[src/rtl/cache_pkg.sv]
// Shared definitions for the cache miss-fill controller.
package cache_pkg;

  // Words per cache block (16-byte block of 16-bit words).
  localparam int unsigned WORDS_PER_BLOCK = 8;
  // Bits needed to index a word within a block.
  localparam int unsigned WORD_IDX_W      = $clog2(WORDS_PER_BLOCK);
  // Byte-offset bits within a block (2-byte words).
  localparam int unsigned BLOCK_OFFSET_W  = WORD_IDX_W + 1;

  typedef enum logic [0:0] {
    IDLE = 1'b0,
    FILL = 1'b1
  } fill_state_e;

endpackage

[src/rtl/fill_counter.sv]
// Small up-counter with synchronous clear and enable; clear wins over enable.
module fill_counter #(
  parameter int unsigned Width = 4
) (
  input  logic             clk,
  input  logic             rst_n,
  input  logic             clr,
  input  logic             en,
  output logic [Width-1:0] count
);

  logic [Width-1:0] count_q, count_d;

  // Next count: clear, increment or hold.
  always_comb begin
    count_d = count_q;
    if (clr) begin
      count_d = '0;
    end else if (en) begin
      count_d = count_q + Width'(1);
    end
  end

  // Count register.
  always_ff @(posedge clk or negedge rst_n) begin
    if (!rst_n) begin
      count_q <= '0;
    end else begin
      count_q <= count_d;
    end
  end

  assign count = count_q;

endmodule

[src/rtl/cache_fill_fsm.sv]
// Cache miss-fill controller: issues one read per word of the missing block,
// counts returning words into the data array and writes the tag on the last one.
// Optional feature macro: CACHE_FILL_PERF_CNT_EN adds a saturating 16-bit miss counter.
module cache_fill_fsm
  import cache_pkg::*;
#(
  parameter int unsigned WORDS_PER_BLOCK = cache_pkg::WORDS_PER_BLOCK,
  parameter int unsigned ADDR_W          = 16
) (
  input  logic                               clk,
  input  logic                               rst_n,
  input  logic                               miss_detected,
  input  logic [ADDR_W-1:0]                  miss_address,
  input  logic                               memory_data_valid,
  output logic                               fsm_busy,
  output logic                               mem_read_en,
  output logic [ADDR_W-1:0]                  memory_address,
  output logic                               write_data_array,
  output logic [$clog2(WORDS_PER_BLOCK)-1:0] fill_word,
  output logic                               write_tag_array
`ifdef CACHE_FILL_PERF_CNT_EN
  ,
  output logic [15:0]                        miss_count
`endif
);

  localparam int unsigned IdxW = $clog2(WORDS_PER_BLOCK);
  localparam int unsigned CntW = IdxW + 1;
  localparam int unsigned OffW = IdxW + 1;
  localparam logic [ADDR_W-1:0] OffMask = ADDR_W'((1 << OffW) - 1);
  localparam logic [CntW-1:0]   LastIdx = CntW'(WORDS_PER_BLOCK - 1);

  fill_state_e       state_q, state_d;
  logic [ADDR_W-1:0] base_q, base_d;
  logic [CntW-1:0]   issue_cnt, ret_cnt;
  logic [ADDR_W-1:0] word_off;
  logic              start, issue_en, ret_en;

  // Issue counter stops at WORDS_PER_BLOCK, i.e. when its MSB sets.
  fill_counter #(
    .Width (CntW)
  ) u_issue_cnt (
    .clk   (clk),
    .rst_n (rst_n),
    .clr   (start),
    .en    (issue_en),
    .count (issue_cnt)
  );

  fill_counter #(
    .Width (CntW)
  ) u_ret_cnt (
    .clk   (clk),
    .rst_n (rst_n),
    .clr   (start),
    .en    (ret_en),
    .count (ret_cnt)
  );

  assign word_off = ADDR_W'({issue_cnt[IdxW-1:0], 1'b0});

  // Next-state and output decode.
  always_comb begin
    state_d          = state_q;
    base_d           = base_q;
    start            = 1'b0;
    issue_en         = 1'b0;
    ret_en           = 1'b0;
    fsm_busy         = 1'b0;
    mem_read_en      = 1'b0;
    memory_address   = '0;
    write_data_array = 1'b0;
    fill_word        = '0;
    write_tag_array  = 1'b0;
    unique case (state_q)
      IDLE: begin
        if (miss_detected) begin
          start   = 1'b1;
          base_d  = miss_address & ~OffMask;
          state_d = FILL;
        end
      end
      FILL: begin
        fsm_busy = 1'b1;
        if (!issue_cnt[IdxW]) begin
          mem_read_en    = 1'b1;
          issue_en       = 1'b1;
          memory_address = base_q + word_off;
        end
        if (memory_data_valid) begin
          write_data_array = 1'b1;
          fill_word        = ret_cnt[IdxW-1:0];
          ret_en           = 1'b1;
          if (ret_cnt == LastIdx) begin
            write_tag_array = 1'b1;
            state_d         = IDLE;
          end
        end
      end
      default: state_d = IDLE;
    endcase
  end

  // State and block base registers.
  always_ff @(posedge clk or negedge rst_n) begin
    if (!rst_n) begin
      state_q <= IDLE;
      base_q  <= '0;
    end else begin
      state_q <= state_d;
      base_q  <= base_d;
    end
  end

`ifdef CACHE_FILL_PERF_CNT_EN
  logic [15:0] miss_count_q;

  // Saturating count of accepted misses.
  always_ff @(posedge clk or negedge rst_n) begin
    if (!rst_n) begin
      miss_count_q <= '0;
    end else if (start && (miss_count_q != 16'hFFFF)) begin
      miss_count_q <= miss_count_q + 16'd1;
    end
  end

  assign miss_count = miss_count_q;
`endif

endmodule

[config.mk]
export PLATFORM = sky130hd
export DESIGN_NAME = cache_fill_fsm
export DESIGN_NICKNAME = d
export VERILOG_FILES = /design/src/rtl/cache_pkg.sv /design/src/rtl/fill_counter.sv /design/src/rtl/cache_fill_fsm.sv
export SDC_FILE = /design/constraint.sdc
export NUM_CORES = 1
export LEC_CHECK = 0
export ABC_CLOCK_PERIOD_IN_PS = 1800
export BUFFER_PORTS_ARGS = -buffer_cell sky130_fd_sc_hd__buf_2
export CORE_ASPECT_RATIO = 0.75
export CORE_MARGIN = 2
export CORE_UTILIZATION = 45
export CTS_BUF_LIST = sky130_fd_sc_hd__clkbuf_4 sky130_fd_sc_hd__clkbuf_8 sky130_fd_sc_hd__clkbuf_16
export CTS_CLUSTER_SIZE = 40
export DETAILED_ROUTE_END_ITERATION = 8
export PLACE_DENSITY = 0.76
export RECOVER_POWER = 100
export SKIP_LAST_GASP = 1
export SYNTH_ARGS = -nofsm -noshare
export SYNTH_HDL_FRONTEND = slang
export SYNTH_SLANG_ARGS = --single-unit
[constraint.sdc]
create_clock -name clk -period 1.8 [get_ports clk]
set_input_delay 0.18 -clock clk [delete_from_list [all_inputs] [get_ports clk]]
set_output_delay 0.18 -clock clk [all_outputs]
set_load 0.02 [all_outputs]
=== Word level (Yosys, flattened, before mapping) ===
Cells that the tools add are included.

* Add/subtract/negate cells: 3
* Equality and inequality tests: 1
* Multiplexer cells: 21
* Bitwise gates (word level): 1
* Reductions and logical operators: 3

{| class="wikitable"
|+ Operators by type and width
! kind !! number
|-
| two-way mux 16 bit || 2
|-
| adder 16 x 4 -> 16 bit || 1
|-
| two-way mux 4 bit || 4
|-
| two-way mux 1 bit || 12
|-
| adder 4 x 1 -> 4 bit, second input constant || 2
|-
| two-way mux 3 bit || 2
|-
| == test 4 x 3 -> 1 bit, second input constant || 1
|-
| nonzero test 2 bit || 2
|-
| one-hot mux 1 bit (2 select lines) || 1
|-
| AND reduction 2 bit || 1
|-
| inverter 1 bit || 1
|}

* Register bits after elaboration: 21
* Output and inout bits: 23
* Word-level logic and storage cells: 33

=== Logic depth before layout (Yosys ltp) ===
Gate-level depths: netlist of the first run.

* Word-level depth: 4
* Gate-level depth with buffers: 6
* Gate-level depth less buffers: 4

=== Modules after synthesis ===
From an unflattened synthesis of the first run, not the netlist that was laid out.

* Cell total of the unflattened synthesis: 86
* Area, all modules: 1086.0 µm²

{| class="wikitable"
|+ Modules (own cells, without submodules)
! module !! times used !! cells an instance !! area each (µm²) !! sequential area each (µm²)
|-
| cache_fill_fsm || 1 || 54 || 700.7 || 325.3
|-
| fill_counter || 2 || 16 || 192.7 || 100.1
|}

=== Worst setup path after synthesis of the first run ===
OpenSTA, ideal clock, no wires.

* Path type: register to output
* From: reg state_q
* To: out memory_address[10]
* Data arrival time: 1.328 ns
* Setup slack: 0.292 ns
* Stages on the path, launching flop included: 6
* Path through: dfrtp_1 -> buf_6 -> nor2b_1 -> buf_4 -> buf_2 -> and2_1

* Word-level cells in the longest chain between the ends: 1

{| class="wikitable"
|+ Ends and longest elaborated chain
! what !! RTL line !! source
|-
| start: declaration || cache_fill_fsm.sv:33 || <nowiki>fill_state_e state_q, state_d;</nowiki>
|-
| start signal: assignment || cache_fill_fsm.sv:110 || <nowiki>state_q <= state_d;</nowiki>
|-
| two-way mux 16 bit || cache_fill_fsm.sv:75 || <nowiki>unique case (state_q)</nowiki>
|-
| end: declaration || cache_fill_fsm.sv:17 || <nowiki>output logic [ADDR_W-1:0] memory_address,</nowiki>
|}

Every way passes these cells.

=== Worst setup path after layout of the first run ===
* From: reg state_q
* To: out memory_address[6]

The elaborated chain is that of the path after synthesis.

==> summary.md, run 1 <==
| Metric | Value |
|---|---|
| Clock Skew | `~0.0010 ns` |
| Core area | `between 2000 and 2500 µm²` |
| Worst R2R Start | `state_q` |
| Gr ovfl total | `0` |
| Worst slew pin tran | `1.10 ns` |
| CTS Sinks | `21` |
| Mux contribution to synthesized area | `about 17%` |
| Clock buffer depth | `2` |
| XOR/XNOR share of the synthesized area | `under 10%` |
| Post-route insts no fill | `approximately 150` |
| VDD IR max | `896 µV` |
| Final Setup Violations | `0` |
| DR iter-0 viols | `10` |
| NumNets Final | `146` |
| Post-CTS setup buffer count | `0` |
| Post-Syn Area | `around 1000 µm²` |
| Element type at the critical path end | `primary output` |
| Kind of critical path | `register to primary output` |
| RSZ-0062 raised after global routing | `no` |
| Reg2reg path depth | `2` |
| Largest net degree at the start of global routing | `22` |
| Wire per inst | `approximately 13 µm` |
| Setup_tns | `0 ns` |
| Post-synth EDFFs | `0` |
| Fmax | `about 0.61 GHz` |
| Critical Path RT | `around 1.6 ns` |
| Worst EP arrival | `1.47 ns` |
| Layout cells sized above 1 | `43.9%` |
| Hpwl dp | `approximately 1.4 mm` |
| Largest family of logic cells by synthesized area | `simple AND/OR/NAND/NOR gates` |
| Post-Syn Instances | `86` |
| Vias | `~740` |
| GPL Wtd Cong | `approximately 0.76` |
| Pins over their slew limit | `0` |
| Area leader, netlist | `dfrtp_1` |
| Period utilisation layout | `roughly 90%` |
| Iteration count of the initial detailed-routing pass | `4` |
| Min-Delay Path Class | `primary input to register` |
| I/O pin total | `43` |
| GRT Total Usage | `between 10% and 20%` |
| Post-route setup slack | `0.152 ns` |
| Sequential share of the synthesized area | `50.5%` |
| Vias per inst | `4.98` |
| Post-route minimum period | `approximately 1.6 ns` |
| Pleak | `0.614 nW` |
| Worst hold slack | `0.0914 ns` |
| Crit start category | `register` |
| Top cells by count, synth | `21 x dfrtp_1, 16 x and2_1, 14 x mux2_2` |
| First-pass GRT wire length | `2.89 mm` |
| Number of library cell types mapped by synthesis | `23` |
| Number of cells after detailed placement | `143` |
| Syn Area/Cell | `about 12 µm²` |
| Port bufs | `37` |
| Pwr/cell area | `1610 nW/µm²` |
| Initial antenna violation count | `0` |
| Main synth FF type | `dfrtp_1` |
| Warnings, synthesis | `0` |
| DR DRC count | `0` |
| ANT cells | `0` |
| CTS root buf | `clkbuf_4` |
| Die Width | `slightly below 60 µm` |
| Status | `completed` |
| Post-Synth Adder-Cell Area | `2.41%` |
| Clock-pin slew on the worst setup and hold paths | `0.11 ns` |
| Final Hold Vio Count | `0` |
| Async S/R FF share, synth | `100%` |
| H-tree depth | `1` |
| Site Rows | `15` |
| Rel. slew slack | `between 20% and 30%` |
| Critical Path Source | `state_q` |
| Die Y | `roughly 46 µm` |
| Pre-CTS WS | `between 0.3 and 0.4 ns` |
| MaxCap Viol Count | `0` |
| Worst Hold Depth | `2` |
| Die area | `roughly 2700 µm²` |
| CTS tree | `done` |
| Antenna viol nets, final | `0` |
| Count leader, synth | `dfrtp_1` |
| Layout area overhead | `18.2%` |
| FILL cells | `between 200 and 250` |
| Synth top area share | `50.5%` |
| Post-layout util | `between 50% and 60%` |
| Worst hold start | `miss_address[4]` |
| Worst-Skew Late Latency | `0.30 ns` |
| Syn Nets | `108` |
| Crit-path max FO | `19` |
| Inserted Clock Buffers | `3` |
| Post-Route WL | `between 1.5 and 2 mm` |
| Initial core utilization | `between 40 and 50%` |
| Post-synthesis compound-gate area fraction | `2.77%` |
| Simple-Gate Fraction of Synth Area | `between 10% and 20%` |
| Vias in the first global route | `about 670` |
| FF+latch count, synth | `21` |
| Ranking of synthesized cells by area | `dfrtp_1 51%, mux2_2 15%, and2_1 9.6%` |
-- cell type report --
cell class	instances	area [µm²]	share of cell area (%)
Clock inverter	1	5.00	0.407
Clock buffer	3	22.5	1.83
Tap cell	25	31.3	2.55
Multi-Input combinational cell	57	440	35.8
Inverter	2	7.51	0.611
Sequential cell	21	527	42.9
Timing Repair Buffer	39	195	15.9
-- final timing paths --
kind                       slack [ns]                 to
setup / recovery                 0.15  memory_address[6]
hold / removal                   0.09          base_q[4]
setup reg to reg                 0.38          base_q[8]
hold reg to reg                  0.50          base_q[4]
max in group asynchronous        0.47            state_q
min in group asynchronous        0.60            state_q
-- per-stage QoR --
stage / area [µm²] / power, mW
floorplan: 1040 / 1.54
global placement: 1200 / 1.75
detailed placement: 1200 / 1.80
CTS: 1240 / 2.03
global route: 1230 / 2.13
finish: 1230 / 1.98
-- where the power goes --
| group | total, mW | switching (mW) | internal, mW |
|---|---|---|---|
| clock network | 0.224 | 0.141 | 0.0829 |
| registers | 0.842 | 0.146 | 0.695 |
| logic | 0.917 | 0.492 | 0.425 |
-- layout by cell type (no fill, tap or decap), types with 2 or more instances in the layout --
cell type  netlist  final
mux2_2          14     14
xor2_1           2      2
inv_1            2      2
nand3_1          2      2
buf_2            1     17
and3_1           3      3
clkbuf_4         0      3
a22o_1           2      2
dfrtp_1         21     20
clkbuf_2         0     14
nor2_1           7      7
and2_1          16     15
clkbuf_1         0      6
ha_1             2      2
-- per-layer routing --
| layer | vias up | global-route usage (%) | wire length [µm] |
|---|---|---|---|
| li1 | 356 | - | - |
| met1 | 350 | 18.3 | 829 |
| met2 | 29 | 24.0 | 867 |
| met3 | 2 | 7.10 | 163 |
| met4 | 0 | 1.33 | 8 |
| met5 | - | 0 | 0 |
-- worst max-delay path: stages, from the launching register on --
cell	delay (ns)
dfrtp_2	0.50
nor2b_1	0.16
buf_4	0.18
and2_1	0.17
buf_2	0.15
-- flip-flops by register name (all words and copies together) (netlist names) --
register	cells
u_ret_cnt.count	4
state_q	1
base_q	12
u_issue_cnt.count	4
-- kinds of logic (layout without fill, tap and decap cells) --
group,after synthesis,count (layout)
fa+ha+maj,2,2
buf+inv,8,45
mux,15,15
flops,21,21
compound gates,4,4
simple gates,33,33
xor+xnor,2,2
other cells,1,1
-- repair_timing --
item	in CTS	in global routing
hold buffers	1	0
resized for setup	0	1
endpoints found under the setup margin	0	15
endpoints found under the hold margin	21	0
No activity file was read; power rests on OpenSTA's default activity.
==> inputs of run 2 (changes only) <==
BUFFER_PORTS_ARGS = -buffer_cell sky130_fd_sc_hd__buf_4   (was -buffer_cell sky130_fd_sc_hd__buf_2)
SETUP_SLACK_MARGIN = 0.2   (was default)
==> run 2 against run 1 <==
Critical path depth is the same. Clock skew up 0.010 ns. Cell count up 2.0%.
==> summary.md, run 2 (synthesis results as in run 1) <==
| Metric | Value |
|---|---|
| Status | `completed` |
| H-tree depth | `1` |
| ANT cells | `0` |
| Period utilisation layout | `roughly nine tenths` |
| Logic pwr share | `49.7%` |
| Commonest non-fill, non-tap cells in the layout | `27 x buf_4, 21 x dfrtp_1, 15 x and2_1, 14 x mux2_2, 8 x nor2_1` |
| RSZ-0062 raised after global routing | `yes` |
| Top reg by flops | `base_q` |
| Register share of total power | `approximately 39%` |
| Clock Skew | `~0.011 ns` |
| Post-layout power | `roughly 2.1 mW` |
| P_sw | `roughly 0.81 mW` |
| Layout cells sized above 1 | `approximately 44%` |
| Port bufs | `37` |
| Wire per inst | `13.9 µm` |
| Number of cells after detailed placement | `about 140` |
| Int Pwr | `roughly 1.3 mW` |
| GPL Wtd Cong | `0.749` |
| Pwr/cell area | `about 1600 nW/µm²` |
| Worst slew pin tran | `1.11 ns` |
| Post-route minimum period | `roughly 1.6 ns` |
| CTS Sinks | `21` |
| Reg2reg path depth | `4` |
| Final Hold Vio Count | `0` |
| Inserted Clock Buffers | `3` |
| Critical Path RT | `1.62 ns` |
| Gr ovfl total | `0` |
| Die Y | `between 40 and 50 µm` |
| Site Rows | `15` |
| Fmax | `approximately 0.61 GHz` |
| Multi-input gate area | `438 µm²` |
| Post-route insts no fill | `between 150 and 200` |
| CTS tree | `done` |
| Worst-Skew Late Latency | `approximately 0.3 ns` |
| Register area | `between 500 and 600 µm²` |
| Worst Hold Depth | `2` |
| Pre-CTS WS | `0.315 ns` |
| Layout area overhead | `28.4%` |
| Most common cell after layout, fill and taps aside | `buf_4` |
| Core area | `2250 µm²` |
| Hpwl dp | `between 1 and 1.5 mm` |
| Element type at the critical path end | `primary output` |
| DR iter-0 viols | `21` |
| Iteration count of the initial detailed-routing pass | `4` |
| Vias in the first global route | `~730` |
| Kind of critical path | `register to primary output` |
| Initial antenna violation count | `0` |
| Post-Route WL | `between 2 and 2.5 mm` |
| Post-route setup slack | `around 0.17 ns` |
| CTS root buf | `clkbuf_4` |
| Crit-path max FO | `10` |
| Largest net degree at the start of global routing | `22` |
| GRT Total Usage | `around 17%` |
| Pleak | `between 0.6 and 0.7 nW` |
| Post-layout util | `between 50% and 60%` |
| MaxCap Viol Count | `0` |
| Die Width | `between 50 and 60 µm` |
| Rel. slew slack | `a little over a quarter` |
| Max FFs per register | `12` |
| Pins over their slew limit | `0` |
| Setup_tns | `0 ns` |
| Vias per inst | `about 5.1` |
| Clock buffer depth | `2` |
| NumNets Final | `approximately 150` |
| Die area | `approximately 2700 µm²` |
| Crit start category | `register` |
| Vias | `~770` |
| I/O pin total | `43` |
| Sw Ratio | `37.8%` |
| Antenna viol nets, final | `0` |
| DR DRC count | `0` |
| Clock-pin slew on the worst setup and hold paths | `around 0.12 ns` |
| Worst EP arrival | `roughly 1.5 ns` |
| Final Setup Violations | `0` |
| First-pass GRT wire length | `3.40 mm` |
| Initial core utilization | `between 40% and 50%` |
| FILL cells | `~220` |
| Clk network pwr share | `between 10 and 15%` |
| Min-Delay Path Class | `primary input to register` |
| VDD IR max | `roughly 860 µV` |
run 2: cell count changes in the layout (fill, tap and decap cells not counted), sizes merged:
cell / delta
buf: +12
clkbuf: -8
clkinv: -1
run 2: critical path, stage by stage, from the launching register on:
cell and delay [ns]:
dfrtp_1 0.48, nor2b_4 0.22, buf_6 0.15, and2_1 0.14, clkbuf_2 0.16
run 2: final timing paths:
path,slack [ns],to,from
setup / recovery,0.17,memory_address[5],state_q
hold / removal,0.09,base_q[4],miss_address[4]
setup reg to reg,0.27,base_q[11],state_q
hold reg to reg,0.51,base_q[4],base_q[4]
max in group asynchronous,0.53,base_q[13],rst_n
min in group asynchronous,0.60,u_issue_cnt.count[1],rst_n
run 2: power groups by stage:
stage / logic (mW) / clock network, mW / registers (mW)
4_1_cts: 1.12 / 0.251 / 0.839
2_1_floorplan: 0.736 / 0 / 0.804
6_report: 1.06 / 0.241 / 0.837
5_1_grt: 1.16 / 0.275 / 0.866
3_3_place_gp: 1.03 / 0 / 0.832
3_5_place_dp: 1.06 / 0 / 0.849
run 2: layer usage:
layer / track usage [%] / share of wire (%) / up-vias
li1: - / - / 364
met1: 21.2 / 45 / 371
met2: 28.4 / 47 / 32
met3: 7.10 / 8.3 / 2
met4: 2.67 / 0.38 / 0
met5: 0 / 0 / -
run 2: repair_timing:
item | 4_1_cts | 5_1_grt
buffers inserted | 1 | 1
endpoints found under the hold margin | 21 | 0
hold buffers | 1 | 0
resized for setup | 5 | 1
cloned | 1 | 0
setup endpoints to repair | 17 | 25
run 2: layout make-up:
type | instances | share of cell area, %
Clock buffer | 4 | 2.25
Sequential cell | 21 | 39.4
Timing Repair Buffer | 42 | 22.7
Multi-Input combinational cell | 57 | 32.8
Tap cell | 25 | 2.34
Inverter | 2 | 0.562
run 2: stage by stage:
stage	hold slack [ns]	cell area [µm²]
final	0.0923	1340
after global routing	0.0816	1340
after CTS	0.0913	1360
after detailed placement	0.0789	1290
after global placement	0.0786	1290
after floorplan	-0.116	1040
